## src/rtl/lvds_ctrl_pkg.sv

```systemverilog
// ---------------------------------------------------------------------------
// lvds_ctrl_pkg
//
// Shared definitions for the LVDS frame sequencer:
//   - pattern_e    : test-pattern encoding carried on pattern_sel
//   - COL_*        : 24-bit {r,g,b} colour constants used by the bar pattern
//   - bar_color()  : bar index (0 = leftmost) to colour lookup
//
// Optional build macro used by the sequencer: LVDS_PATTERN_SCROLL_EN
// (frame-counter driven scrolling of the gradient and checkerboard).
// ---------------------------------------------------------------------------
package lvds_ctrl_pkg;

    typedef enum logic [1:0] {
        PAT_SOLID = 2'd0,
        PAT_BARS  = 2'd1,
        PAT_GRAD  = 2'd2,
        PAT_CHECK = 2'd3
    } pattern_e;

    localparam logic [23:0] COL_WHITE   = 24'hFFFFFF;
    localparam logic [23:0] COL_YELLOW  = 24'hFFFF00;
    localparam logic [23:0] COL_CYAN    = 24'h00FFFF;
    localparam logic [23:0] COL_GREEN   = 24'h00FF00;
    localparam logic [23:0] COL_MAGENTA = 24'hFF00FF;
    localparam logic [23:0] COL_RED     = 24'hFF0000;
    localparam logic [23:0] COL_BLUE    = 24'h0000FF;
    localparam logic [23:0] COL_BLACK   = 24'h000000;

    // Classic descending-luminance bar order, left to right.
    function automatic logic [23:0] bar_color(input logic [2:0] idx);
        logic [23:0] col;
        case (idx)
            3'd0:    col = COL_WHITE;
            3'd1:    col = COL_YELLOW;
            3'd2:    col = COL_CYAN;
            3'd3:    col = COL_GREEN;
            3'd4:    col = COL_MAGENTA;
            3'd5:    col = COL_RED;
            3'd6:    col = COL_BLUE;
            default: col = COL_BLACK;
        endcase
        return col;
    endfunction

endpackage

```

## src/rtl/lvds_timing_gen.sv

```systemverilog
// ---------------------------------------------------------------------------
// lvds_timing_gen
//
// Raster counters and sync decode. Region order on each axis is
// active, front porch, sync, back porch. All decodes are combinational
// from the current counter state; the parent registers them.
//
// Ports:
//   clk_i      pixel clock
//   reset_i    asynchronous active-high reset (counters to 0)
//   h_cnt_o    current pixel position in the line
//   v_tile_o   bit 5 of the line counter (checkerboard row phase)
//   hsync_o    high during horizontal sync
//   vsync_o    high during vertical sync lines
//   de_o       high inside the active picture area
//   sof_o      counters at (0,0)
//   eof_o      counters at (H_TOTAL-1, V_TOTAL-1), the frame boundary
// ---------------------------------------------------------------------------
module lvds_timing_gen #(
    parameter int unsigned H_ACTIVE = 1024,
    parameter int unsigned H_FP     = 24,
    parameter int unsigned H_SYNC   = 136,
    parameter int unsigned H_BP     = 160,
    parameter int unsigned V_ACTIVE = 768,
    parameter int unsigned V_FP     = 3,
    parameter int unsigned V_SYNC   = 6,
    parameter int unsigned V_BP     = 29,
    parameter int unsigned HW       = 11,
    parameter int unsigned VW       = 10
) (
    input  logic          clk_i,
    input  logic          reset_i,
    output logic [HW-1:0] h_cnt_o,
    output logic          v_tile_o,
    output logic          hsync_o,
    output logic          vsync_o,
    output logic          de_o,
    output logic          sof_o,
    output logic          eof_o
);

    localparam int unsigned H_TOTAL = H_ACTIVE + H_FP + H_SYNC + H_BP;
    localparam int unsigned V_TOTAL = V_ACTIVE + V_FP + V_SYNC + V_BP;

    localparam logic [HW-1:0] H_LAST = HW'(H_TOTAL - 1);
    localparam logic [HW-1:0] H_ACT  = HW'(H_ACTIVE);
    localparam logic [HW-1:0] H_SS   = HW'(H_ACTIVE + H_FP);
    localparam logic [HW-1:0] H_SE   = HW'(H_ACTIVE + H_FP + H_SYNC);
    localparam logic [HW-1:0] H_ONE  = HW'(1);

    localparam logic [VW-1:0] V_LAST = VW'(V_TOTAL - 1);
    localparam logic [VW-1:0] V_ACT  = VW'(V_ACTIVE);
    localparam logic [VW-1:0] V_SS   = VW'(V_ACTIVE + V_FP);
    localparam logic [VW-1:0] V_SE   = VW'(V_ACTIVE + V_FP + V_SYNC);
    localparam logic [VW-1:0] V_ONE  = VW'(1);

    logic [HW-1:0] h_cnt_q, h_cnt_d;
    logic [VW-1:0] v_cnt_q, v_cnt_d;
    logic          h_last;
    logic          v_last;

    assign h_last = (h_cnt_q == H_LAST);
    assign v_last = (v_cnt_q == V_LAST);

    always_comb begin
        h_cnt_d = h_last ? '0 : h_cnt_q + H_ONE;
        v_cnt_d = v_cnt_q;
        if (h_last) begin
            v_cnt_d = v_last ? '0 : v_cnt_q + V_ONE;
        end
    end

    always_ff @(posedge clk_i or posedge reset_i) begin
        if (reset_i) begin
            h_cnt_q <= '0;
            v_cnt_q <= '0;
        end else begin
            h_cnt_q <= h_cnt_d;
            v_cnt_q <= v_cnt_d;
        end
    end

    assign h_cnt_o  = h_cnt_q;
    assign v_tile_o = v_cnt_q[5];
    assign hsync_o  = (h_cnt_q >= H_SS) && (h_cnt_q < H_SE);
    assign vsync_o  = (v_cnt_q >= V_SS) && (v_cnt_q < V_SE);
    assign de_o     = (h_cnt_q < H_ACT) && (v_cnt_q < V_ACT);
    assign sof_o    = (h_cnt_q == '0) && (v_cnt_q == '0);
    assign eof_o    = h_last && v_last;

endmodule

```

## src/rtl/lvds_frame_sequencer.sv

```systemverilog
// ---------------------------------------------------------------------------
// lvds_frame_sequencer
//
// Video timing generator and test-pattern scheduler feeding the LVDS
// serializer's 8-bit r/g/b inputs. Pattern requests are captured on a load
// strobe and only switched in at the frame boundary, so no frame is torn.
// All outputs are registered, one clock after the counter state they show.
//
// Ports:
//   clk_in           pixel clock
//   reset            asynchronous active-high reset
//   solid_rgb        asynchronous switch levels {r,g,b} for the solid pattern
//   pattern_sel      requested pattern (0 solid, 1 bars, 2 gradient, 3 checker)
//   pattern_load     one-cycle strobe capturing pattern_sel
//   pattern_pending  a captured request is waiting for the frame boundary
//   red/green/blue   pixel data
//   hsync/vsync/de   active-high sync and data enable
//   frame_start      one-cycle pulse with output pixel (0,0)
//
// Build option: LVDS_PATTERN_SCROLL_EN adds an 8-bit frame counter that
// scrolls the gradient and checkerboard one pixel per frame.
// ---------------------------------------------------------------------------
module lvds_frame_sequencer
    import lvds_ctrl_pkg::*;
#(
    parameter int unsigned H_ACTIVE = 1024,
    parameter int unsigned H_FP     = 24,
    parameter int unsigned H_SYNC   = 136,
    parameter int unsigned H_BP     = 160,
    parameter int unsigned V_ACTIVE = 768,
    parameter int unsigned V_FP     = 3,
    parameter int unsigned V_SYNC   = 6,
    parameter int unsigned V_BP     = 29
) (
    input  logic       clk_in,
    input  logic       reset,
    input  logic [2:0] solid_rgb,
    input  logic [1:0] pattern_sel,
    input  logic       pattern_load,
    output logic       pattern_pending,
    output logic [7:0] red,
    output logic [7:0] green,
    output logic [7:0] blue,
    output logic       hsync,
    output logic       vsync,
    output logic       de,
    output logic       frame_start
);

    localparam int unsigned H_TOTAL = H_ACTIVE + H_FP + H_SYNC + H_BP;
    localparam int unsigned V_TOTAL = V_ACTIVE + V_FP + V_SYNC + V_BP;
    // The gradient reads h_cnt[7:0] and the checkerboard reads v_cnt[5],
    // so the counters are never narrower than those bits.
    localparam int unsigned HW = ($clog2(H_TOTAL) < 8) ? 8 : $clog2(H_TOTAL);
    localparam int unsigned VW = ($clog2(V_TOTAL) < 6) ? 6 : $clog2(V_TOTAL);
    localparam int unsigned BAR_W = H_ACTIVE / 8;

    // ---------------- timing ----------------
    logic [HW-1:0] h_cnt;
    logic          v_tile;
    logic          tg_hsync;
    logic          tg_vsync;
    logic          tg_de;
    logic          tg_sof;
    logic          tg_eof;

    lvds_timing_gen #(
        .H_ACTIVE (H_ACTIVE),
        .H_FP     (H_FP),
        .H_SYNC   (H_SYNC),
        .H_BP     (H_BP),
        .V_ACTIVE (V_ACTIVE),
        .V_FP     (V_FP),
        .V_SYNC   (V_SYNC),
        .V_BP     (V_BP),
        .HW       (HW),
        .VW       (VW)
    ) u_timing (
        .clk_i    (clk_in),
        .reset_i  (reset),
        .h_cnt_o  (h_cnt),
        .v_tile_o (v_tile),
        .hsync_o  (tg_hsync),
        .vsync_o  (tg_vsync),
        .de_o     (tg_de),
        .sof_o    (tg_sof),
        .eof_o    (tg_eof)
    );

    // ---------------- switch synchronizer ----------------
    logic [2:0] solid_meta_q;
    logic [2:0] solid_sync_q;

    always_ff @(posedge clk_in or posedge reset) begin
        if (reset) begin
            solid_meta_q <= '0;
            solid_sync_q <= '0;
        end else begin
            solid_meta_q <= solid_rgb;
            solid_sync_q <= solid_meta_q;
        end
    end

    // ---------------- pattern handshake ----------------
    // A request is parked in pend_pat_q until the boundary cycle. A load
    // arriving on the boundary cycle itself bypasses the parking register
    // and never raises pending.
    pattern_e active_q, active_d;
    pattern_e pend_pat_q, pend_pat_d;
    logic     pending_q, pending_d;

    always_comb begin
        active_d   = active_q;
        pend_pat_d = pend_pat_q;
        pending_d  = pending_q;
        if (tg_eof) begin
            if (pattern_load) begin
                active_d = pattern_e'(pattern_sel);
            end else if (pending_q) begin
                active_d = pend_pat_q;
            end
            pending_d = 1'b0;
        end else if (pattern_load) begin
            pend_pat_d = pattern_e'(pattern_sel);
            pending_d  = 1'b1;
        end
    end

    always_ff @(posedge clk_in or posedge reset) begin
        if (reset) begin
            active_q   <= PAT_SOLID;
            pend_pat_q <= PAT_SOLID;
            pending_q  <= 1'b0;
        end else begin
            active_q   <= active_d;
            pend_pat_q <= pend_pat_d;
            pending_q  <= pending_d;
        end
    end

    // ---------------- scroll offset ----------------
    // grad_val[5] equals (h_cnt + frame_cnt)[5] because the carry into bit 5
    // only depends on the low bits, so the checkerboard reuses it.
    logic [7:0] grad_val;

`ifdef LVDS_PATTERN_SCROLL_EN
    logic [7:0] frame_cnt_q, frame_cnt_d;

    always_comb begin
        frame_cnt_d = frame_cnt_q;
        if (tg_eof) begin
            frame_cnt_d = frame_cnt_q + 8'd1;
        end
    end

    always_ff @(posedge clk_in or posedge reset) begin
        if (reset) begin
            frame_cnt_q <= '0;
        end else begin
            frame_cnt_q <= frame_cnt_d;
        end
    end

    assign grad_val = h_cnt[7:0] + frame_cnt_q;
`else
    assign grad_val = h_cnt[7:0];
`endif

    // ---------------- pixel mux ----------------
    logic [2:0]  bar_idx;
    logic [23:0] pix_d;

    always_comb begin
        bar_idx = 3'd0;
        for (int unsigned i = 1; i < 8; i++) begin
            if (h_cnt >= HW'(i * BAR_W)) begin
                bar_idx = 3'(i);
            end
        end
    end

    always_comb begin
        pix_d = COL_BLACK;
        if (tg_de) begin
            case (active_q)
                PAT_SOLID: pix_d = {{8{solid_sync_q[2]}},
                                    {8{solid_sync_q[1]}},
                                    {8{solid_sync_q[0]}}};
                PAT_BARS:  pix_d = bar_color(bar_idx);
                PAT_GRAD:  pix_d = {grad_val, grad_val, grad_val};
                PAT_CHECK: pix_d = (grad_val[5] ^ v_tile) ? COL_WHITE : COL_BLACK;
                default:   pix_d = COL_BLACK;
            endcase
        end
    end

    // ---------------- output registers ----------------
    logic [23:0] pix_q;
    logic        hsync_q;
    logic        vsync_q;
    logic        de_q;
    logic        frame_start_q;

    always_ff @(posedge clk_in or posedge reset) begin
        if (reset) begin
            pix_q         <= '0;
            hsync_q       <= 1'b0;
            vsync_q       <= 1'b0;
            de_q          <= 1'b0;
            frame_start_q <= 1'b0;
        end else begin
            pix_q         <= pix_d;
            hsync_q       <= tg_hsync;
            vsync_q       <= tg_vsync;
            de_q          <= tg_de;
            frame_start_q <= tg_sof;
        end
    end

    assign red             = pix_q[23:16];
    assign green           = pix_q[15:8];
    assign blue            = pix_q[7:0];
    assign hsync           = hsync_q;
    assign vsync           = vsync_q;
    assign de              = de_q;
    assign frame_start     = frame_start_q;
    assign pattern_pending = pending_q;

endmodule

```

## config.mk

```make
export PLATFORM = sky130hd
export DESIGN_NAME = lvds_frame_sequencer
export DESIGN_NICKNAME = d
export VERILOG_FILES = /design/src/rtl/lvds_ctrl_pkg.sv /design/src/rtl/lvds_timing_gen.sv /design/src/rtl/lvds_frame_sequencer.sv
export SDC_FILE = /design/constraint.sdc
export NUM_CORES = 1
export LEC_CHECK = 0
export CORE_UTILIZATION = 53
export CTS_CLUSTER_SIZE = 28
export DETAILED_ROUTE_END_ITERATION = 12
export PLACE_DENSITY = 0.89
export SYNTH_ARGS = -nofsm -noshare
export SYNTH_HDL_FRONTEND = slang
export SYNTH_SLANG_ARGS = --single-unit
```

## constraint.sdc

```tcl
create_clock -name clk_in -period 2.2 [get_ports clk_in]
set_clock_uncertainty 0.05 [all_clocks]
set_input_delay 0.44 -clock clk_in [delete_from_list [all_inputs] [get_ports clk_in]]
set_output_delay 0.44 -clock clk_in [all_outputs]
set_load 0.005 [all_outputs]
```

After elaboration in Yosys (flattened, before gate mapping). Index checks and enable logic that the tools add are counted. W data, S select, Z words.

Add/subtract/negate cells: 2. Magnitude comparators: 13. Equal/unequal tests: 11. Mux-type cells: 17. Bitwise gates (word level): 2. Reduce and logical (&&, ||, !) cells: 13.

Operator list (number): $pmux W24 S7 (1); $pmux W24 S4 (1); $mux W24 (2); $ge A11 B10 Y1 const B (4); $ge A11 B9 Y1 const B (2); $lt A11 B11 Y1 const B (2); $lt A10 B10 Y1 const B (2); $mux W3 (6); $add A11 B1 Y11 const B (1); $eq A11 B11 Y1 const B (1); $ge A11 B11 Y1 const B (1); $ge A11 B8 Y1 const B (1); $logic_not A11 Y1 (1); $mux W11 (1); $add A10 B1 Y10 const B (1); $eq A10 B10 Y1 const B (1); $ge A10 B10 Y1 const B (1); $logic_not A10 Y1 (1); $mux W10 (1); $eq A3 B3 Y1 const B (3); $eq A3 B2 Y1 const B (2); $logic_and A1 B1 Y1 (5); $eq A2 B2 Y1 const B (2); $mux W2 (2); 9 further kinds (13).

Flip-flop bits (word level): 60. Bits of input ports: 8. Output and inout port bits: 29. Word-level logic and storage cells: 70.

Logic depth before layout (Yosys ltp). Gate-level depths: netlist of the first run.

Word-level depth: 12. Gate-level depth with buffers: 6. Depth with buffers taken out: 6.

Hierarchy. From an unflattened synthesis of the first run, not the netlist that was laid out.

Cells, all modules: 257. Area total of the unflattened synthesis: 2722.6 um^2.

By module, submodules not included: lvds_frame_sequencer (instances 1, cells an instance 115, area an instance 1446.4 um^2, seq. area each 975.9 um^2); lvds_timing_gen (instances 1, cells an instance 142, area an instance 1276.2 um^2, seq. area each 525.5 um^2).

Worst setup path after synthesis of the first run. Ideal clock, no wire load.

Kind: reg-to-reg. Start: register u_timing.v_cnt_q[4]. End: register pend_pat_q[0]. Library setup time: 0.128 ns. Arrival: 1.806 ns. Data required time: 2.022 ns. Setup slack: 0.216 ns. Stages on the path, launching flop included: 5. Path buffers: 0. Period minus slack after synthesis: 1.984 ns. Cell sequence: dfrtp_1 or3_4 or4_4 o21ai_2 mux2_1.

Word-level cells in the longest chain between the ends: 4.

Ends and longest elaborated chain: from (decl) (line lvds_timing_gen.sv:58) `logic [VW-1:0] v_cnt_q, v_cnt_d;`; from (signal assigned) (line lvds_timing_gen.sv:79) `v_cnt_q <= v_cnt_d;`; $eq A10 B10 Y1 (line lvds_timing_gen.sv:63) `assign v_last = (v_cnt_q == V_LAST);`; $logic_and A1 B1 Y1 (line lvds_timing_gen.sv:89) `assign eof_o = h_last && v_last;`; $not A1 Y1 (no line); $reduce_and A2 Y1 (no line); to (signal assigned) (line lvds_frame_sequencer.sv:136) `pend_pat_q <= pend_pat_d;`; to (decl) (line lvds_frame_sequencer.sv:109) `pattern_e pend_pat_q, pend_pat_d;`.

No other way between the ends. A chain may end at the register's enable or synchronous reset.

Final worst setup path of the first run.
Start: register u_timing.v_cnt_q[4]. End: register pend_pat_q[1].

The elaborated chain is that of the path after synthesis.

==> results of run 1 <==
worst min-delay path by stage:
stage	start	endpoint	slack, ps	cells past startpoint
CTS	solid_meta_q[0]	solid_sync_q[0]	300	0
finish	solid_meta_q[0]	solid_sync_q[0]	300	0
global route	solid_meta_q[1]	solid_sync_q[1]	320	0
floorplan	solid_meta_q[0]	solid_sync_q[0]	280	0
detailed placement	solid_meta_q[0]	solid_sync_q[0]	290	0
global placement	solid_meta_q[1]	solid_sync_q[1]	290	0
power groups by stage:
| stage | clock network (mW) | registers [mW] | logic [mW] |
|---|---|---|---|
| finish | 1.11 | 1.15 | 0.141 |
| global route | 1.19 | 1.15 | 0.156 |
| CTS | 1.13 | 1.15 | 0.142 |
| detailed placement | 0 | 1.17 | 0.141 |
| global placement | 0 | 1.17 | 0.137 |
| floorplan | 0 | 1.17 | 0.0481 |
area by class of cell:
type / count / area (um2) / share of cell area
clock buffer: 11 / 151 / 0.0464
clock inverter: 4 / 72.6 / 0.0223
inverter: 8 / 30.0 / 0.00921
multi-input combinational: 155 / 985 / 0.302
sequential: 60 / 1500 / 0.460
tap: 52 / 65.1 / 0.0200
timing repair buffer: 47 / 455 / 0.140
layer usage:
layer,GRT usage,share of wire
met1,0.300,0.42
met2,0.381,0.51
met3,0.0759,0.052
met4,0.0828,0.013
met5,0,0
cell families (layout without fill, tap and decap cells):
family	after synthesis	after routing	share of synthesized area
simple gates	78	78	0.176
flops	60	60	0.586
compound gates	54	54	0.116
buf+inv	19	70	0.0293
xor+xnor	11	11	0.0376
fa+ha+maj	6	6	0.0293
mux	6	6	0.0249
synthesized netlist by cell type (all sizes together), types with 2 or more instances:
| cell type | number |
|---|---|
| a21o | 2 |
| a21oi | 31 |
| and2 | 2 |
| and3 | 3 |
| and4 | 3 |
| buf | 3 |
| clkbuf | 8 |
| dfrtp | 60 |
| ha | 6 |
| inv | 7 |
| mux2 | 3 |
| mux2i | 3 |
| nand2 | 20 |
| nand2b | 3 |
| nand3 | 3 |
| nand4 | 6 |
| nor2 | 16 |
| nor3 | 4 |
| nor4 | 5 |
| o21ai | 15 |
| or3 | 4 |
| or4 | 2 |
| xnor2 | 5 |
| xor2 | 6 |
registers in the layout, indices dropped and copies added (netlist names):
signal	flops
active_q	2
de	1
frame_start	1
hsync	1
pattern_pending	1
pend_pat_q	2
pix_q	24
solid_meta_q	3
solid_sync_q	3
u_timing.h_cnt_o	11
u_timing.v_cnt_q	10
vsync	1
through the flow:
stage | cells | worst slack, ps
floorplan | 234 | 216
global placement | 322 | 187
detailed placement | 322 | 140
CTS | 337 | 136
global route | 337 | 81.1
finish | 337 | 135
critical path, stage by stage (launching register included):
cell	delay [ps]
dfrtp_1	430
or3_4	420
or4_4	550
o21ai_2	170
mux2_1	340
==> flow_metrics.py, run 1 <==
metrics = {
    "place": {
        "dpl_cell_area_um2": 3040,
        "hpwl_um": 3580,
        "place_congestion": 0.865,
        "port_buffers": 36,
    },
    "die": {
        "die_y_um": 71.5,
        "coreArea_um2": 4500,
        "die_x_um": 71.5,
        "pin_count": 37,
        "initial_core_util": 0.569,
        "num_rows": 24,
        "die-area_um2": 5110,
    },
    "sta": {
        "rsz0062_at_grt": "no",
        "tns_ps": 0,
        "fin_crit_sh": 0.938,
        "setup_viol": 0,
        "slew_violations": 0,
        "whs_ps": 298,
        "max_freq_ghz": 0.484,
        "slew_headroom": 0.566,
        "worst_pin_slew_ps": 646,
        "finalHoldViolations": 0,
        "min_period_ps": 2060,
    },
    "power_and_ir_drop": {
        "seqPwrFrac": 0.479,
        "power_density_nw_per_um2": 737,
        "total_power_mw": 2.40,
        "sw_frac_of_total": 0.206,
        "intPower_mw": 1.91,
        "pwr-share-clk": 0.463,
        "combPwrFrac": 0.059,
        "power.switching_mw": 0.495,
        "p_leak_nw": 1.42,
        "peakVddDrop_mv": 0.464,
    },
    "cts": {
        "clock_sinks": 60,
        "cts_setup_buffers": 0,
        "cts_made_buffers": 9,
        "ctsRootBufferMaster": "clkbuf_8",
        "cts_buffer_depth": 2,
        "htree_levels": 3,
        "cts.hold.buffers_added": 0,
        "cts_tree": "built",
        "post_cts_resized": 0,
        "path_clk_slew_ps": 70,
        "clkLatencyLatePin_ps": 340,
    },
    "yosys": {
        "synth_area_per_cell_um2": 10.9,
        "syn_nets": 248,
        "async_reset_ff_frac": 1.00,
        "synth_edf_count": 0,
        "synth-seq-area-share": 0.586,
        "synth-main-ff-cell": "dfrtp_1",
        "yosysTopAreaCell": "dfrtp_1",
        "ys_types": 45,
        "yosysWarnings": 0,
        "synth_top_area_frac": 0.586,
        "ys_seq_elements": 60,
        "netlist_area_um2": 2560,
        "synthCells": 234,
        "ys_top_cells_by_area": "dfrtp_1, a21oi_1, ha_1",
    },
    "worst_setup_path": {
        "crit_path_end": "pend_pat_q[1]",
        "regToRegSetupSlack_ps": 140,
        "endpoint_kind": "flop",
        "crit_path_start_kind": "flop",
        "crit_type": "reg -> reg",
        "r2r_cells": 4,
        "cp_max_fo": 5,
        "worstSetupStartpoint": "u_timing.v_cnt_q[4]",
        "r2r-start": "u_timing.v_cnt_q[4]",
        "critPathRequiredTime_ps": 2370,
        "arrival_ps": 2240,
        "worstReg2RegEnd": "pend_pat_q[1]",
    },
    "cells_and_area": {
        "n_fill_cell": 324,
        "nets": 295,
        "mostFrequentLayoutCell": "dfrtp_1",
        "layout_common_cells": "dfrtp_1, clkdlybuf4s50_1, a21oi_1, nand2_1, nor2_1",
        "final_area_um2": 3260,
        "final_util": 0.724,
        "n_antenna_cell": 0,
        "area_growth_pct": 27.3,
        "drive_above_1_share": 0.123,
    },
    "global_route": {
        "grt_max_degree": 26,
        "grtUsageTotal": 0.235,
        "grt_pass1_wl_um": 8930,
        "first_global_vias": 1928,
        "antenna_found_initial": 0,
        "overflow": 0,
    },
    "drt": {
        "drtIter0Drc": 102,
        "firstDrtPassIters": 4,
        "ant_nets": 0,
        "wire_per_inst_um": 15.5,
        "num_vias": 1942,
        "wl_um": 5230,
        "route.detailed.drc": 0,
        "via_per_inst": 5.76,
    },
    "status": {
        "status": "finished, final reports clean",
    },
    "min_path": {
        "worstHoldPathType": "reg -> reg",
    },
    "job": {
        "drv_cap": 0,
    },
}
Power figures use the tool's default switching activity.
==> run 2, diff against run 1 <==
- CORE_UTILIZATION: 53 -> 25
- PLACE_DENSITY: 0.89 -> 0.54
==> flow_metrics.py, run 2 (synthesis gave the netlist of run 1 again) <==
metrics = {
    "status": {
        "status": "finished, final reports clean",
    },
    "drt": {
        "ant_nets": 0,
        "num_vias": 1901,
        "wire_per_inst_um": 13.5,
        "wl_um": 5680,
        "firstDrtPassIters": 4,
        "drtIter0Drc": 83,
        "via_per_inst": 4.52,
        "route.detailed.drc": 0,
    },
    "power_and_ir_drop": {
        "peakVddDrop_mv": 0.351,
        "p_leak_nw": 1.43,
        "power_density_nw_per_um2": 698,
    },
    "place": {
        "place_congestion": 0.803,
        "dpl.cell_count": 405,
        "port_buffers": 36,
        "hpwl_um": 3970,
    },
    "die": {
        "pin_count": 37,
        "die_y_um": 103,
        "coreArea_um2": 9860,
        "die-area_um2": 10700,
        "num_rows": 36,
        "die_x_um": 103,
        "initial_core_util": 0.260,
    },
    "cells_and_area": {
        "multi_input_area_um2": 985,
        "layout_common_cells": "dfrtp_1, clkdlybuf4s50_1, a21oi_1, nand2_1, nor2_1",
        "nets": 297,
        "n_antenna_cell": 0,
        "n_fill_cell": 1001,
        "drive_above_1_share": 0.132,
        "seqCellArea_um2": 1500,
        "layout.cells.non_filler": 421,
        "area_growth_pct": 31.5,
        "largest_register_ffs": 24,
        "mostFrequentLayoutCell": "dfrtp_1",
        "regMostFlops": "pix_q",
    },
    "min_path": {
        "worstHoldPathType": "reg -> reg",
    },
    "cts": {
        "clkLatencyLatePin_ps": 330,
        "cts_made_buffers": 9,
        "htree_levels": 3,
        "cts_buffer_depth": 2,
        "ctsRootBufferMaster": "clkbuf_8",
        "cts_setup_buffers": 0,
        "post_cts_resized": 0,
        "cts_tree": "built",
        "path_clk_slew_ps": 70,
        "clock_sinks": 60,
        "cts.hold.buffers_added": 0,
    },
    "sta": {
        "rsz0062_at_grt": "no",
        "min_period_ps": 2080,
        "worst_pin_slew_ps": 640,
        "slew_headroom": 0.570,
        "fin_crit_sh": 0.946,
        "setup_viol": 0,
        "slew_violations": 0,
        "whs_ps": 310,
        "max_freq_ghz": 0.481,
        "finalHoldViolations": 0,
        "tns_ps": 0,
    },
    "global_route": {
        "grt_pass1_wl_um": 9290,
        "top_usage_layer": "met2",
        "first_global_vias": 1897,
        "gr-usage-met1": 0.151,
        "grt_use_met2": 0.185,
        "grt_max_degree": 61,
        "overflow": 0,
        "grtUsageTotal": 0.117,
        "antenna_found_initial": 0,
        "grtUsageMet3": 0.0376,
    },
    "worst_setup_path": {
        "crit_type": "reg -> reg",
        "critPathRequiredTime_ps": 2360,
        "crit_path_start_kind": "flop",
        "cp_max_fo": 5,
        "arrival_ps": 2240,
        "endpoint_kind": "flop",
    },
    "job": {
        "drv_cap": 0,
    },
}
run 2: cell count changes in the layout (fill, tap and decap cells not counted):
cell	delta
buf_4	+2
clkbuf_8	-2
clkinv_2	+2
clkinv_4	+1
run 2: where the power goes:
group	total (mW)	switching [mW]	internal, mW
sequential	1.15	0.0107	1.14
combinational	0.139	0.0646	0.0746
clock	1.06	0.427	0.633
run 2: stage by stage:
stage                     worst slack [ps]  power [mW]  instance area [um2]  utilization
after floorplan                        216        1.22                 2560            -
after global routing                  47.0        2.45                 3370        0.341
after detailed placement               136        1.31                 3150        0.320
after CTS                              116        2.39                 3370        0.341
after global placement                 176        1.31                 3150        0.320
final                                  120        2.35                 3370        0.341
run 2: worst paths after layout:
kind / start / endpoint / slack, ps / depth (start not counted)
max: u_timing.v_cnt_q[4] / pend_pat_q[1] / 120 / 4
min: solid_meta_q[1] / solid_sync_q[1] / 310 / 0
max reg2reg: u_timing.v_cnt_q[4] / pend_pat_q[1] / 120 / 4
min reg2reg: solid_meta_q[1] / solid_sync_q[1] / 310 / 0
max in group asynchronous: reset / pix_q[16] / 1410 / 3
min in group asynchronous: reset / u_timing.v_cnt_q[5] / 430 / 3
run 2: routing by layer:
| layer | up-vias | share of wire |
|---|---|---|
| met5 | - | 0 |
| li1 | 914 | - |
| met4 | 0 | 0.013 |
| met2 | 44 | 0.47 |
| met3 | 9 | 0.044 |
| met1 | 934 | 0.47 |
run 2: critical path, stage by stage (launching register included):
cell and delay, ps:
dfrtp_1 430, or3_4 420, or4_4 550, o21ai_2 170, mux2_1 340
run 2: area by class of cell:
class	instances	share of cell area
clock buffers	9	0.0368
clock inverters	7	0.0271
inverters	8	0.00892
multi-input cells	155	0.292
flip-flops and latches	60	0.446
well taps	133	0.0494
repair buffers	49	0.140
==> run 3, diff against run 2 <==
- clock period: 2.2 -> 2 ns (I/O delays scaled with it)
==> flow_metrics.py, run 3 (synthesis gave the netlist of run 1 again) <==
metrics = {
    "status": {
        "status": "finished, final reports clean",
    },
    "power_and_ir_drop": {
        "total_power_mw": 2.52,
        "power_density_nw_per_um2": 725,
        "peakVddDrop_mv": 0.459,
        "p_leak_nw": 1.47,
    },
    "drt": {
        "via_per_inst": 4.44,
        "wire_per_inst_um": 13.0,
        "route.detailed.drc": 0,
        "num_vias": 1922,
        "drtIter0Drc": 47,
        "ant_nets": 0,
        "wl_um": 5630,
        "firstDrtPassIters": 4,
    },
    "sta": {
        "slew_headroom": 0.564,
        "worst_pin_slew_ps": 649,
        "max_freq_ghz": 0.519,
        "setup_viol": 0,
        "finalHoldViolations": 0,
        "slew_violations": 0,
        "finalWorstSetupSlack_ps": 74.9,
        "min_period_ps": 1930,
        "fin_crit_sh": 0.963,
    },
    "cts": {
        "ctsRootBufferMaster": "clkbuf_8",
        "clock_sinks": 60,
        "htree_levels": 3,
        "cts_tree": "built",
        "cts_made_buffers": 9,
        "cts.hold.buffers_added": 0,
        "path_clk_slew_ps": 70,
        "cts_buffer_depth": 2,
        "clkLatencyLatePin_ps": 340,
    },
    "cells_and_area": {
        "area_growth_pct": 35.8,
        "regMostFlops": "pix_q",
        "drive_above_1_share": 0.173,
        "mostFrequentLayoutCell": "dfrtp_1",
        "nets": 309,
        "n_antenna_cell": 0,
        "largest_register_ffs": 24,
        "layout_common_cells": "dfrtp_1, clkdlybuf4s50_1, a21oi_1, buf_4, nand2_1",
        "multi_input_area_um2": 1010,
        "n_fill_cell": 1008,
        "seqCellArea_um2": 1500,
        "final_area_um2": 3480,
    },
    "place": {
        "preCtsSetupSlack_ps": 30.2,
        "place_congestion": 0.785,
        "port_buffers": 36,
        "hpwl_um": 4160,
        "dpl_cell_area_um2": 3250,
    },
    "global_route": {
        "first_global_vias": 1882,
        "grt_pass1_wl_um": 9340,
        "antenna_found_initial": 0,
        "grtUsageTotal": 0.119,
        "grt_max_degree": 23,
        "overflow": 0,
    },
    "die": {
        "pin_count": 37,
        "coreArea_um2": 9860,
        "die_x_um": 103,
        "die_y_um": 103,
        "num_rows": 36,
        "die-area_um2": 10700,
        "initial_core_util": 0.260,
    },
    "job": {
        "drv_cap": 0,
    },
    "worst_setup_path": {
        "cpPeakStageDelay_ps": 560,
        "endpoint_kind": "flop",
        "arrival_ps": 2090,
        "crit_type": "reg -> reg",
        "critPathRequiredTime_ps": 2170,
        "path_cells": "inv_2, ha_1, nand2_1, or4_4, o21ai_4, mux2_1",
        "r2r-start": "u_timing.v_cnt_q[1]",
        "r2r_cells": 6,
        "cp_max_fo": 4,
        "worstSetupStartpoint": "u_timing.v_cnt_q[1]",
        "crit_slowest_cell": "or4_4",
        "crit_path_start_kind": "flop",
    },
    "min_path": {
        "hold_start": "solid_meta_q[2]",
        "whs_path_depth": 0,
        "worstHoldPathType": "reg -> reg",
    },
}
run 3: critical path, delay by kind of cell, from the launching register on:
family,cells,cell delay [ps]
simple gates,2,640
fa+ha+maj,1,150
buf+inv,1,80
flops,1,400
mux,1,330
compound gates,1,160
run 3: per-stage QoR:
stage	hold slack, ps	cells	TNS, ps	util
3_3_place_gp	284	416	0	0.329
6_report	300	433	0	0.353
3_5_place_dp	286	416	0	0.329
5_1_grt	305	433	-15.3	0.353
4_1_cts	301	432	0	0.350
2_1_floorplan	281	234	0	-
run 3: path summary, 6_finish.rpt:
check | to | slack, ps
max in group asynchronous | u_timing.h_cnt_o[8] | 1070
hold reg to reg | solid_sync_q[2] | 300
setup reg to reg | pend_pat_q[0] | 70
min in group asynchronous | solid_sync_q[1] | 350
setup / recovery | pend_pat_q[0] | 70
hold / removal | solid_sync_q[2] | 300
run 3: final cells by class:
class | count | area share
Sequential cell | 60 | 0.432
Tap cell | 133 | 0.0478
Timing Repair Buffer | 61 | 0.165
Inverter | 8 | 0.00863
Clock buffer | 9 | 0.0356
Clock inverter | 7 | 0.0219
Multi-Input combinational cell | 155 | 0.290
run 3: power by group:
| group | internal (mW) | switching (mW) | leakage (nW) |
|---|---|---|---|
| clock | 0.580 | 0.514 | 0.0958 |
| sequential | 1.25 | 0.0115 | 0.740 |
| combinational | 0.0886 | 0.0725 | 0.638 |
| total | 1.92 | 0.598 | 1.47 |
run 3: what timing repair did:
item / 4_1_cts / 5_1_grt
gates resized for setup: 0 / 4
hold endpoints to repair: 0 / 0
buffers inserted: 0 / 1
endpoints found under the setup margin: 0 / 3
run 3: metal layers:
metal	wire, um	vias up	part of all wire	track usage
met3	227	7	0.040	0.0423
met2	2680	37	0.48	0.186
met5	0	-	0	0
met1	2660	936	0.47	0.153
li1	-	942	-	-
met4	68	0	0.012	0.0390
==> RTL change 1: new RTL, config.mk and constraints of run 1 <==
Register the inputs `solid_rgb`, `pattern_sel` and `pattern_load` before use, cleared by the reset. The logic sees them one clock later. Comments in the files are not updated.
--- a/src/rtl/lvds_frame_sequencer.sv
+++ b/src/rtl/lvds_frame_sequencer.sv
@@ -57,2 +57,18 @@
 
+    logic [2:0] solid_rgb_q;
+    logic [1:0] pattern_sel_q;
+    logic pattern_load_q;
+
+    always_ff @(posedge clk_in or posedge reset) begin
+        if (reset) begin
+            solid_rgb_q    <= '0;
+            pattern_sel_q  <= '0;
+            pattern_load_q <= '0;
+        end else begin
+            solid_rgb_q    <= solid_rgb;
+            pattern_sel_q  <= pattern_sel;
+            pattern_load_q <= pattern_load;
+        end
+    end
+
     // ---------------- timing ----------------
@@ -98,3 +114,3 @@
         end else begin
-            solid_meta_q <= solid_rgb;
+            solid_meta_q <= solid_rgb_q;
             solid_sync_q <= solid_meta_q;
@@ -116,4 +132,4 @@
         if (tg_eof) begin
-            if (pattern_load) begin
-                active_d = pattern_e'(pattern_sel);
+            if (pattern_load_q) begin
+                active_d = pattern_e'(pattern_sel_q);
             end else if (pending_q) begin
@@ -122,4 +138,4 @@
             pending_d = 1'b0;
-        end else if (pattern_load) begin
-            pend_pat_d = pattern_e'(pattern_sel);
+        end else if (pattern_load_q) begin
+            pend_pat_d = pattern_e'(pattern_sel_q);
             pending_d  = 1'b1;
Function: changed (Yosys sat finds a counterexample within 4 cycles, from zero or initial values and one cycle with reset high).
==> RTL change 1 against run 1 <==
  * Sequential cell count rose by 6
  * Synthesized area rose by 6.6%
  * Via count rose by 2.5%
  * Wire length rose by 5.1%
  * Utilization fell by 1.7 points
  * Design area rose by 5.1%
  * Power rose by 8.5%
  * Largest power group unchanged
  * Synthesized cell count rose by 3.8%
  * Count of clock-buffer cells in the layout fell by 1
  * Critical path depth rose by 1
  * Critical path type unchanged
  * Sequential share of layout area rose by 2.2 points
  * Worst setup slack improved by 0.041 ns
  * Combinational power fell by 18%
==> RTL change 1: results (changes against run 1) <==
- Share of layout cells above drive strength 1: 0.113 (-0.00979)
- DR iter-0 viols: 242 (+140%)
- Reg2reg path depth: 5 (+1)
- Dpl hpwl: 3600 um (+0.59%)
- Drt first pass iters: 4 (unchanged)
- Fin nets: 301 (+2.0%)
- Routed met3 length: 246 um (-9.9%)
- R2r startpoint: u_timing.h_cnt_o[0]$_DFF_PP0_
- Unique masters post-synth: 40 (-11%)
- Largest net degree at the start of global routing: 67 (+160%)
- Top area cells in the synthesized netlist: dfrtp_1, a21oi_1, ha_1, xnor2_1, nand2_1
- Final wirelength: 5500 um (+5.1%)
- R2R Setup Slk: 0.18 ns (+0.04 ns)
- Routability cong.: 0.884 (+2.2%)
- CP max stage delay: 0.41 ns (-0.14 ns)
- Placed Cells: 343 (+6.5%)
- Synth Flop Type: dfrtp_1
- Met2 WL: 2820 um (+5.5%)
- Global Route Usage Sum: 0.230 (-0.00431)
- Slowest-stage cell, CP: dfrtp_1
- Worst-path clk slew: 0.07 ns (about the same)
- Status: finished clean
- First-pass GRT wire length: 9050 um (+1.4%)
- Synth cell count leaders: dfrtp_1, a21oi_1, nand2_1, nor2_1, o21ai_1
- Leak: 1.47 nW (+3.4%)
- Sw Share: 0.206 (-0.000514)
- Max FO, Critical Path: 6 (+1)
- VDD IR-drop max: 0.670 mV (+44%)
- Met1 WL: 2340 um (+5.4%)
- Crit path arrival time: 2.20 ns (-0.04 ns)
- Vias per std cell: 5.55 (-3.8%)
- Register area share after synthesis: 0.605 (+0.0184)
- Vias in the first global route: 1,908 (-1.0%)
- Worst-margin pin slew: 0.692 ns (+0.0456 ns)
-- RTL change 1: cell count changes after synthesis, moves of 3 or more --
cell,delta
o21ai_1,+5
nand4_1,+4
nand2_1,-3
buf_2,+3
xnor2_1,+3
nand3_1,+6
xor2_1,-3
dfrtp_1,+6
clkbuf_1,-5
-- RTL change 1: layout make-up --
| type | instances | area, sq um |
|---|---|---|
| clock inverter | 6 | 114 |
| tap | 67 | 83.8 |
| timing repair buffer | 46 | 448 |
| inverter | 9 | 33.8 |
| clock buffer | 10 | 128 |
| multi-input combinational | 155 | 967 |
| sequential | 66 | 1650 |
| fill | 358 | 1420 |
-- RTL change 1: how the worst min path moves through the flow --
| stage | start | to | slack [ns] |
|---|---|---|---|
| 2_1_floorplan | solid_rgb_q[0]$_DFF_PP0_ | solid_meta_q[0]$_DFF_PP0_ | 0.28 |
| 3_3_place_gp | solid_rgb_q[2]$_DFF_PP0_ | solid_meta_q[2]$_DFF_PP0_ | 0.28 |
| 3_5_place_dp | solid_rgb_q[1]$_DFF_PP0_ | solid_meta_q[1]$_DFF_PP0_ | 0.28 |
| 4_1_cts | solid_rgb_q[1]$_DFF_PP0_ | solid_meta_q[1]$_DFF_PP0_ | 0.30 |
| 5_1_grt | solid_rgb_q[1]$_DFF_PP0_ | solid_meta_q[1]$_DFF_PP0_ | 0.31 |
| 6_report | solid_rgb_q[1]$_DFF_PP0_ | solid_meta_q[1]$_DFF_PP0_ | 0.30 |
-- RTL change 1: power by group through the flow --
stage | logic (mW) | registers [mW] | clock network (mW)
floorplan | 0.0396 | 1.29 | 0
global placement | 0.112 | 1.28 | 0
detailed placement | 0.116 | 1.28 | 0
CTS | 0.118 | 1.26 | 1.24
global route | 0.129 | 1.27 | 1.29
finish | 0.115 | 1.26 | 1.23
-- RTL change 1: kinds of logic (layout without fill, tap and decap cells) --
family / Yosys count / after routing / synth area share
xor+xnor: 11 / 11 / 0.0353
compound gates: 56 / 56 / 0.110
buf+inv: 22 / 71 / 0.0412
mux: 4 / 4 / 0.0156
fa+ha+maj: 6 / 6 / 0.0275
flops: 66 / 66 / 0.605
simple gates: 78 / 78 / 0.166
-- RTL change 1: metrics by stage --
stage          hold WS, ns  instance area (sq um)   util  power, mW  worst slack [ns]
2_1_floorplan        0.281                   2730      -       1.33            0.0552
3_3_place_gp         0.281                   3180  0.657       1.40             0.324
3_5_place_dp         0.285                   3180  0.657       1.40             0.235
4_1_cts              0.301                   3430  0.707       2.62             0.176
5_1_grt              0.308                   3430  0.707       2.68            0.0538
6_report             0.300                   3430  0.707       2.61             0.176
-- RTL change 1: per-layer routing --
layer  vias up  track usage
met5         -            0
met4         0        0.115
met3        11       0.0466
met2        74        0.380
met1       964        0.289
li1        942            -
==> RTL change 2: new RTL, flow settings as in run 1 <==
Made on the original files. The option `LVDS_PATTERN_SCROLL_EN` is turned on by a define.
--- a/src/rtl/lvds_frame_sequencer.sv
+++ b/src/rtl/lvds_frame_sequencer.sv
@@ -22,2 +22,4 @@
 // ---------------------------------------------------------------------------
+`define LVDS_PATTERN_SCROLL_EN
+
 module lvds_frame_sequencer
Behaviour: same outputs for any inputs over 10 cycles, from zero or initial values and one cycle with reset high; that may be too few to reach the edited logic, so the function may still have changed.
==> RTL change 2 against run 1 <==
  * Wire length grew 69%
  * Largest cell class unchanged
  * Power grew 11%
  * Highest routed layer unchanged
  * Critical path depth grew 2
  * First-iteration DRC count grew 140%
  * Synthesized area grew 30%
  * Critical path type unchanged
  * Maximum frequency shrank 8.1%
  * Combinational power grew 79%
  * Design area grew 33%
  * The flow now finishes with violations (setup timing)
  * Worst setup slack lost 0.18 ns
  * Sequential share of layout area shrank 6.7 points
  * Via count grew 48%
  * Final cell count grew 39%
  * Sequential cell count grew 8
==> RTL change 2: results (changes against run 1) <==
- Biggest register: pix_q
- CTS buffer count: 9 (unchanged)
- Synth Area in Adders: 0.0585 (+0.0292)
- CP endpoint: pix_q[14]$_DFF_PP0_
- Status: finished with violations
- Largest net degree at the start of global routing: 69 (+170%)
- Final worst-path cycle share: 1.02 (+0.0825)
- First-pass GRT wire length: 13,000 um (+46%)
- Compound-cell area share of the yosys netlist: 0.0972 (-0.0191)
- Clk buf depth: 2 (unchanged)
- Met3 GRT Util: 0.0730 (-0.00292)
- Top area cells in the synthesized netlist: dfrtp_1, ha_1, xnor2_1, nand3_1, nand2_1
- Mux cell area share after synthesis: 0.0326 (+0.00773)
- Hold/Removal Path Class: flop to flop
- Crit path arrival time: 2.46 ns (+0.22 ns)
- Register area share after synthesis: 0.510 (-0.0759)
- Reg2reg path depth: 6 (+2)
- Met1 Use GR: 0.313 (+0.0138)
- Clk Latency, worst-skew pair: 0.36 ns (+0.02 ns)
- Failing checks: setup timing
- Syn nets: 340 (+37%)
- Antenna violations before repair: 0 (unchanged)
- Share of layout cells above drive strength 1: 0.184 (+0.0609)
- N_diodes: 0 (unchanged)
- Drt first pass iters: 5 (+1)
- Slew Limit Headroom: 0.662 (+0.0959)
- Final wirelength: 8820 um (+69%)
- XOR/XNOR Fraction of Synth Area: 0.0627 (+0.0250)
- Slew Viols, Final: 0 (unchanged)
- Dpl hpwl: 5520 um (+54%)
- Setup ws final: -0.0462 ns (-0.182 ns)
- Worst-path clk slew: 0.08 ns
- Async SR Flop Fraction: 1.00 (unchanged)
- R2r startpoint: u_timing.h_cnt_o[6]$_DFF_PP0_
- Syn Inst Count: 317 (+35%)
- Routed vias: 2,867 (+48%)
- Hold path start: solid_meta_q[0]$_DFF_PP0_
- Routability cong.: 0.913 (+5.5%)
- PortBufs: 36 (unchanged)
- Synth cell count leaders: dfrtp_1, nand2_1, nor2_1, nand3_1, nor3_1
- Placed Cells: 444 (+38%)
- M2 GR Usage: 0.449 (+0.0682)
- Fin nets: 410 (+39%)
- Leak: 1.89 nW (+33%)
- Vias per std cell: 6.14 (+6.5%)
- Post-synth EDFFs: 0 (unchanged)
- DR iter-0 viols: 244 (+140%)
- Global Route Usage Sum: 0.273 (+0.0379)
- Final setup fails: 7 (+7)
- Vias in the first global route: 2,721 (+41%)
- VDD IR-drop max: 0.463 mV (-0.19%)
- Max FFs per register: 24 (unchanged)
- Max FO, Critical Path: 11 (+6)
- Die ar.: 0.00661 sq mm (+29%)
- Unique masters post-synth: 51 (+13%)
RTL change 2: changes by cell type in the layout (fill, tap and decap cells not counted), moves of 8 or more:
cell     before  now
buf_4        10   31
a21oi_1      31   12
nand3_1       3   20
xnor2_1       5   15
nor3_1        4   13
nor2_1       16   24
RTL change 2: worst min-delay path by stage:
| stage | to | slack (ns) | depth (start not counted) |
|---|---|---|---|
| after detailed placement | solid_sync_q[1]$_DFF_PP0_ | 0.30 | 0 |
| after floorplan | solid_sync_q[0]$_DFF_PP0_ | 0.28 | 0 |
| after CTS | solid_sync_q[1]$_DFF_PP0_ | 0.32 | 0 |
| final | solid_sync_q[0]$_DFF_PP0_ | 0.32 | 0 |
| after global placement | solid_sync_q[2]$_DFF_PP0_ | 0.28 | 0 |
| after global routing | solid_sync_q[2]$_DFF_PP0_ | 0.32 | 0 |
RTL change 2: cell type report:
| class | count | area (sq um) |
|---|---|---|
| inverters | 9 | 37.5 |
| repair buffers | 69 | 633 |
| multi-input cells | 230 | 1660 |
| well taps | 75 | 93.8 |
| clock buffers | 9 | 124 |
| clock inverters | 7 | 80.1 |
| fillers | 382 | 1660 |
| flip-flops and latches | 68 | 1700 |
RTL change 2: critical path, stage by stage (launching register included):
cell	delay (ns)
dfrtp_1	0.56
ha_4	0.39
inv_1	0.07
and3_1	0.20
a311oi_1	0.37
o211ai_1	0.25
nor3_1	0.26
RTL change 2: repair_timing:
| action | 4_1_cts | 5_1_grt |
|---|---|---|
| gates cloned | 1 | 0 |
| setup endpoints to repair | 13 | 24 |
| pin swaps | 4 | 7 |
| setup buffers | 2 | 4 |
| resized for setup | 3 | 10 |
RTL change 2: per-stage QoR:
| stage | setup WS, ns | utilization | hold slack (ns) | area, sq um | setup TNS, ns |
|---|---|---|---|---|---|
| 3_5_place_dp | -0.0422 | 0.664 | 0.301 | 3980 | -0.282 |
| 3_3_place_gp | 0.0595 | 0.664 | 0.283 | 3980 | 0 |
| 2_1_floorplan | 0.00200 | - | 0.281 | 3350 | 0 |
| 6_report | -0.0462 | 0.723 | 0.320 | 4330 | -0.140 |
| 4_1_cts | 0.000276 | 0.707 | 0.320 | 4240 | 0 |
| 5_1_grt | -0.135 | 0.723 | 0.325 | 4330 | -0.843 |
RTL change 2: routing by layer:
metal | vias up | wire (um)
li1 | 1281 | -
met1 | 1386 | 3290
met2 | 155 | 4510
met3 | 45 | 575
met4 | 0 | 439
met5 | - | 0
RTL change 2: report_power, final:
group | total [mW] | internal, mW | switching [mW]
logic | 0.253 | 0.133 | 0.119
registers | 1.32 | 1.30 | 0.0199
clock network | 1.09 | 0.539 | 0.548
